[src/rtl/rs232_pkg.sv]
// Shared RS232 buffer parameters.
// Used by the receive and transmit side FIFOs.
package rs232_pkg;

    localparam int DEPTH_LOG2_DEF = 4;
    localparam int DATA_W         = 8;

endpackage

[src/rtl/rs232_fifo_ram.sv]
// Register array with one write port and one asynchronous read port.
// Ports: clk, rst (async active-low clear), we/wa/wd write, ra/rd read.
module rs232_fifo_ram
    import rs232_pkg::*;
#(
    parameter int AW = DEPTH_LOG2_DEF,
    parameter int DW = DATA_W
) (
    input  logic          clk,
    input  logic          rst,
    input  logic          we,
    input  logic [AW-1:0] wa,
    input  logic [DW-1:0] wd,
    input  logic [AW-1:0] ra,
    output logic [DW-1:0] rd
);

    logic [DW-1:0] mem_q [2**AW];

    always_ff @(posedge clk or negedge rst) begin
        if (!rst) begin
            for (int i = 0; i < 2**AW; i++) begin
                mem_q[i] <= '0;
            end
        end else if (we) begin
            mem_q[wa] <= wd;
        end
    end

    assign rd = mem_q[ra];

endmodule

[src/rtl/rs232_rxfifo.sv]
// Receive FIFO draining the RS232 receiver into a FWFT buffer for the CPU.
// Ports: rx_rdy/rx_data/rx_done to receiver; rd/rd_data/rd_rdy/count/ovr/clr_ovr to CPU.
module rs232_rxfifo
    import rs232_pkg::*;
#(
    parameter int DEPTH_LOG2 = DEPTH_LOG2_DEF
) (
    input  logic                clk,
    input  logic                rst,
    input  logic                rx_rdy,
    input  logic [DATA_W-1:0]   rx_data,
    output logic                rx_done,
    input  logic                rd,
    output logic [DATA_W-1:0]   rd_data,
    output logic                rd_rdy,
    output logic [DEPTH_LOG2:0] count,
    output logic                ovr,
    input  logic                clr_ovr
);

    localparam int DEPTH = 1 << DEPTH_LOG2;
    localparam logic [DEPTH_LOG2:0] FULL = (DEPTH_LOG2+1)'(DEPTH);

    logic [DEPTH_LOG2-1:0] wp_q, wp_d;
    logic [DEPTH_LOG2-1:0] rp_q, rp_d;
    logic [DEPTH_LOG2:0]   count_q, count_d;
    logic                  rx_done_q;
    logic                  ovr_q, ovr_d;

    logic cap, full, empty, rd_eff, wr, ovr_set;

    // rx_done_q masks the cycle the receiver still holds rdy high.
    assign cap     = rx_rdy & ~rx_done_q;
    assign full    = (count_q == FULL);
    assign empty   = (count_q == '0);
    assign rd_eff  = rd & ~empty;
    // A read in the same cycle frees the slot for the incoming byte.
    assign wr      = cap & (~full | rd);
    assign ovr_set = cap & full & ~rd;

    always_comb begin
        wp_d    = wp_q;
        rp_d    = rp_q;
        count_d = count_q;
        ovr_d   = ovr_q;
        if (wr) wp_d = wp_q + 1'b1;
        if (rd_eff) rp_d = rp_q + 1'b1;
        if (wr && !rd_eff) begin
            count_d = count_q + 1'b1;
        end else if (rd_eff && !wr) begin
            count_d = count_q - 1'b1;
        end
        if (ovr_set) begin
            ovr_d = 1'b1;
        end else if (clr_ovr) begin
            ovr_d = 1'b0;
        end
    end

    always_ff @(posedge clk or negedge rst) begin
        if (!rst) begin
            wp_q      <= '0;
            rp_q      <= '0;
            count_q   <= '0;
            rx_done_q <= 1'b0;
            ovr_q     <= 1'b0;
        end else begin
            wp_q      <= wp_d;
            rp_q      <= rp_d;
            count_q   <= count_d;
            rx_done_q <= cap;
            ovr_q     <= ovr_d;
        end
    end

    rs232_fifo_ram #(
        .AW (DEPTH_LOG2),
        .DW (DATA_W)
    ) u_ram (
        .clk (clk),
        .rst (rst),
        .we  (wr),
        .wa  (wp_q),
        .wd  (rx_data),
        .ra  (rp_q),
        .rd  (rd_data)
    );

    assign rx_done = rx_done_q;
    assign rd_rdy  = ~empty;
    assign count   = count_q;
    assign ovr     = ovr_q;

endmodule
[config.mk]
export PLATFORM = sky130hd
export DESIGN_NAME = rs232_rxfifo
export DESIGN_NICKNAME = d
export VERILOG_FILES = /design/src/rtl/rs232_pkg.sv /design/src/rtl/rs232_fifo_ram.sv /design/src/rtl/rs232_rxfifo.sv
export SDC_FILE = /design/constraint.sdc
export NUM_CORES = 1
export LEC_CHECK = 0
export ABC_AREA = 1
export BUFFER_PORTS_ARGS = -buffer_cell sky130_fd_sc_hd__buf_2
export CORE_MARGIN = 3
export CORE_UTILIZATION = 40
export CTS_CLUSTER_DIAMETER = 40
export DETAILED_ROUTE_END_ITERATION = 10
export GPL_TIMING_DRIVEN = 0
export SLEW_MARGIN = 20
export SYNTH_ARGS = -nofsm -noshare
export SYNTH_HDL_FRONTEND = slang
export SYNTH_HIERARCHICAL = 1
export SYNTH_SLANG_ARGS = --single-unit
[constraint.sdc]
create_clock -name clk -period 2.4 [get_ports clk]
set_input_delay 0.12 -clock clk [delete_from_list [all_inputs] [get_ports clk]]
set_output_delay 0.12 -clock clk [all_outputs]
set_load 0.1 [all_outputs]
# After elaboration in Yosys (flattened, before gate mapping)
# Cells that the tools add are included.
# op_classes
mux,10
n_addsub,4
n_lt_le_gt_ge,3
n_bitwise,12
n_reduce_logical,8
eq_ne,1
# ops
op,count
$bwmux W128,1
$bmux W8 S4,1
$demux W8 S4,1
$mux W8,3
$ge A5 B5 Y1 const B,2
$mux W5,2
$not A4 Y5,2
$add A4 B1 Y4 const B,2
$add A5 B1 Y5 const B,1
$and A1 B1 Y1,5
$eq A5 B5 Y1 const B,1
$logic_not A5 Y1,1
$lt A5 B1 Y1 const B,1
$sub A5 B1 Y5 const B,1
$not A1 Y1,4
$reduce_bool A2 Y1,2
$logic_and A1 B1 Y1,3
$logic_not A1 Y1,2
$mux W1,2
$or A1 B1 Y1,1
# totals
output_inout_bits,16
word_cells,59
in_bits,13
reg_bits,143

# Depth between registers and ports, before layout
# depth
depth_word,8
mapped_depth,15
ltp_nobuf,15

# By module
# The synthesis kept the hierarchy.
# modules_own_cells
mod,cells_per_inst,seq_area_each_um2,area_per_inst_um2,n_inst
rs232_fifo_ram,850,3203.1,6271.0,1
rs232_rxfifo,107,375.4,897.1,1

# Least setup slack after synthesis
# OpenSTA, ideal clock, no wires.
# synth_timing
path_kind,register to register
startpoint,"register count_q[0], in the netlist count[0]"
endpoint,"register count_q[4], in the netlist count[4]"
period_less_slack_ns,3.044
n_path_buf,0
path_slack_ns,-0.644
t_arrival_ns,2.924
stages_incl_launch_ff,12
setup_ns,0.120
path_cell_list,dfrtp_1 inv_1 nand4_4 nand2_2 ha_1 inv_1 ha_1 or2_2 nand3_1 nand2_1 nand2_1 nand2_1
# synth_between
elab_cells_between_ends,16
cone_classes,add/sub (2); eq/ne (1); mux (2); bitwise (5); reduce/logical (6)
# synth_lines
element,line,rtl
from (decl),rs232_rxfifo.sv:26,"logic [DEPTH_LOG2:0] count_q, count_d;"
from (signal assigned),rs232_rxfifo.sv:70,count_q <= count_d;
$logic_not A5 Y1 (*),rs232_rxfifo.sv:35,assign empty = (count_q == '0);
$not A1 Y1 (*),n/a,
net rd_rdy,rs232_rxfifo.sv:15,"output logic rd_rdy,"
$and A1 B1 Y1 (*),rs232_rxfifo.sv:36,assign rd_eff = rd & ~empty;
$logic_not A1 Y1,rs232_rxfifo.sv:48,if (wr && !rd_eff) begin
$logic_and A1 B1 Y1,rs232_rxfifo.sv:48,
$mux W5 / $reduce_bool A2 Y1 (equally long branches),n/a,
# The timed path passes the listed nets; every way through them passes the cells marked *. The select of a mux whose other input is x is not followed.
# A chain may end at the register's enable or synchronous reset.

# Worst setup path in the final report
# layout_timing
startpoint,register rp_q[0]
endpoint,output port rd_data[0]
# layout_between
elab_chain_len,4
# layout_rtl
element,line,rtl
from (decl),rs232_rxfifo.sv:25,"logic [DEPTH_LOG2-1:0] rp_q, rp_d;"
from (signal assigned),rs232_rxfifo.sv:69,rp_q <= rp_d;
$not A4 Y5 (implied by the code),rs232_fifo_ram.sv:30,assign rd = mem_q[ra];
$bmux W8 S4,rs232_fifo_ram.sv:30,
$mux W8 (implied by the code) (2 in a row),rs232_fifo_ram.sv:30,
to (decl),rs232_rxfifo.sv:14,"output logic [DATA_W-1:0] rd_data,"
# No other way between the ends. The select of a mux whose other input is x is not followed.

==> qor.yml <==
outcome:
  outcome: "complete, no violations"
critical_path:
  cp_num_buf_inv: 2
  cp-start-kind: "flop"
  cp-end-kind: "output pin"
  crit_chain: "clkbuf_1 > nand2_1 > nand3_1 > nand3_1 > nand3_1 > nand2_1 > buf_6"
  critPathSlowestCell: "clkbuf_1"
  critical_path_class: "reg -> out"
  path_common_cell: "nand3_1"
  arrival_ns: 2.17
  crit_path_max_fanout: 10
  max_stage_delay_ns: 0.51
  crit_family: "buffers and inverters"
  worstPathRequired_ns: 2.28
pwr:
  p_total_w: 0.01329
  power_density_nw_per_um2: 1584
  leakage_nw: 4.181
  vdd_drop_max_mv: 1.944
placement:
  hpwl_um: 14850
  dpl_worst_slack_ns: -0.1076
  post_dp_cell_area_um2: 7641
  gp_congestion: 0.9616
  place.port_buffers: 20
routing:
  met3_length_um: 1441
  detailroute.wirelength.met2_um: 9574
  dr.pass1.iters: 5
  drt_iter0_drc: 613
  wl_met1_um: 9971
  routedWlPerCell_um: 17.44
  postRouteAntennaNets: 0
  drcViolationCount: 0
  vias: 6341
  viasPerCell: 5.126
  totalWireLength_um: 21570
  highest_layer: "met4"
clocking:
  ctsRootBufferMaster: "clkbuf_16"
  cts.path.max_buffers: 2
  cts_sinks: 143
  cts_made_buffers: 17
  htree_levels: 4
  clk_pin_slew_ns: 0.06
  clk_latency_ns: 0.43
  cts_tree: "yes"
floorplanning:
  pin_count: 29
  die_w_um: 139.9
  core-area_um2: 17420
  die-area_um2: 19560
  core.rowCount: 48
  start_util_pct: 41.16
  die_y_um: 139.9
timing:
  slew_headroom_pct: 49.22
  fin_crit_ns: 2.290
  setup_violations: 0
  fin_ws_ns: 0.1096
  finalHoldViolations: 0
  finalCritPeriodShare_pct: 95.43
  fmax_mhz: 436.6
  rsz0062_at_grt: "false"
  fin_skew_ns: 0.009463
  drv_slew: 0
  worstMarginPinSlew_ns: 0.7617
  whs_ns: 0.03882
synth:
  synth_warnings: 6
  syn-num-nets: 977
  syn-cell-area_um2: 7168
  ys_ff_latch: 143
  netlist_instances: 957
  synth.distinct_cells: 26
  synth.avg_cell_area_um2: 7.490
  ys_seq_area_share_pct: 49.92
cells_and_area:
  layout-drive-gt1-share_pct: 11.26
  fin_area_um2: 8393
  area_growth_pct: 17.09
  diodes: 0
  final_nets: 1019
  n_fill_cell: 1809
global_routing:
  first_global_vias: 6013
  grt_overflow: 0
  antenna_found_initial: 0
  grt_max_degree: 97
  grtUsageTotal_pct: 22.61
  grt_pass1_wl_um: 33710
job:
  drv_cap: 0
worst_hold_path:
  worstHoldPathType: "in -> reg"
==> stage by stage <==
| stage | util, % | setup TNS, ns | std cells |
|---|---|---|---|
| final | 48.19 | 0 | 1237 |
| after global routing | 48.19 | 0 | 1237 |
| after CTS | 48.07 | -0.0004317 | 1236 |
| after detailed placement | 43.87 | -0.3359 | 1203 |
| after global placement | 43.66 | -135.49 | 1202 |
| after floorplan | - | -0.1831 | 957 |
==> placed cells by master (no fill, tap or decap), types with 4 or more instances in the layout <==
cell type / synthesis / layout
ha_1: 6 / 4
clkbuf_4: 0 / 5
nand3_1: 129 / 129
nor2_2: 7 / 7
o21ai_0: 130 / 130
clkinv_2: 0 / 5
buf_2: 14 / 24
dfrtp_4: 0 / 4
inv_1: 150 / 148
clkbuf_8: 0 / 4
buf_6: 0 / 6
buf_1: 9 / 8
clkbuf_1: 27 / 12
nor2_1: 8 / 8
dfrtp_1: 143 / 135
clkbuf_16: 0 / 17
dfrtp_2: 0 / 4
nand2_1: 311 / 311
buf_4: 0 / 5
clkbuf_2: 0 / 7
==> synthesized netlist by cell type <==
cell type	n	area, µm²
a21oi_1	1	5.000
ha_1	6	75.07
inv_2	1	3.750
nand4_4	2	42.54
or2_2	3	18.77
nand2_2	1	6.260
xnor2_1	1	8.760
nor3_2	2	20.02
nand3_1	129	645.6
inv_1	150	563.0
nor2_2	7	43.79
buf_1	9	33.78
fa_1	1	20.02
nor2_4	1	11.26
dfrtp_1	143	3578
nor2_1	8	30.03
nand2_4	1	11.26
nand2_1	311	1167
o21ai_0	130	650.6
buf_2	14	70.07
xor2_1	2	17.52
o22ai_1	1	6.260
clkbuf_1	27	101.4
nand4_1	3	18.77
nand3b_1	2	15.01
clkinv_1	1	3.750
==> state kept, by name, indices dropped and copies added, names as in the netlist <==
name,cells
u_ram/mem_q,128
count,5
rp_q,4
wp_q,4
ovr,1
rx_done,1
==> kinds of logic after synthesis <==
family	Yosys count	synth area share, %
AND/OR/NAND/NOR	470	28.33
XOR/XNOR	3	0.3666
flip-flops	143	49.92
AO/OA/AOI/OAI	132	9.234
buffers and inverters	202	10.82
adder cells (fa/ha/maj)	7	1.327
==> area by class of cell <==
type | count | area, µm² | share of cell area (%)
Buffer | 47 | 234.0 | 2.788
Clock inverter | 10 | 133.9 | 1.595
Multi-Input combinational cell | 612 | 2849 | 33.94
Timing Repair Buffer | 26 | 237.7 | 2.832
Clock buffer | 22 | 484.2 | 5.769
Inverter | 152 | 574.3 | 6.843
Sequential cell | 143 | 3598 | 42.87
Tap cell | 225 | 281.5 | 3.354
==> power breakdown <==
group          switching, W  leakage (nW)  total [W]  internal [W]
combinational       0.00461          2.21    0.00647       0.00186
clock               0.00102         0.302    0.00276       0.00174
sequential         0.000600          1.67    0.00406       0.00346
==> per-layer routing <==
| metal | global-route usage, % | up-vias |
|---|---|---|
| met1 | 32.45 | 3018 |
| met5 | 0 | - |
| met2 | 34.21 | 210 |
| li1 | - | 3073 |
| met4 | 7.496 | 0 |
| met3 | 4.777 | 40 |
==> tightest hold or removal path, cell delays in order <==
cell and delay, ns:
buf_2 0.15, nand3_1 0.10, nand2_1 0.05
==> worst paths after layout <==
| path | from | to | slack (ns) | cells past startpoint |
|---|---|---|---|---|
| max | rp_q[0]$_DFFE_PN0P_ | rd_data[0] | 0.11 | 7 |
| min reg2reg | u_ram/mem_q[99]$_DFFE_PN0P_ | u_ram/mem_q[99]$_DFFE_PN0P_ | 0.48 | 2 |
| max reg2reg | rx_done$_DFF_PN0_ | u_ram/mem_q[54]$_DFFE_PN0P_ | 0.17 | 9 |
| min | rd | rp_q[2]$_DFFE_PN0P_ | 0.04 | 3 |
| min in group asynchronous | rst | u_ram/mem_q[41]$_DFFE_PN0P_ | 0.19 | 2 |
| max in group asynchronous | rst | count[1]$_DFFE_PN0P_ | 1.39 | 3 |
==> what timing repair did <==
| action | 4_1_cts | 5_1_grt |
|---|---|---|
| gates cloned | 0 | 0 |
| endpoints found under the setup margin | 8 | 11 |
| hold endpoints to repair | 49 | 0 |
| buffers inserted | 0 | 2 |
| gates resized for setup | 39 | 11 |
| hold buffers | 3 | 0 |
Power figures use the tool's default switching activity.
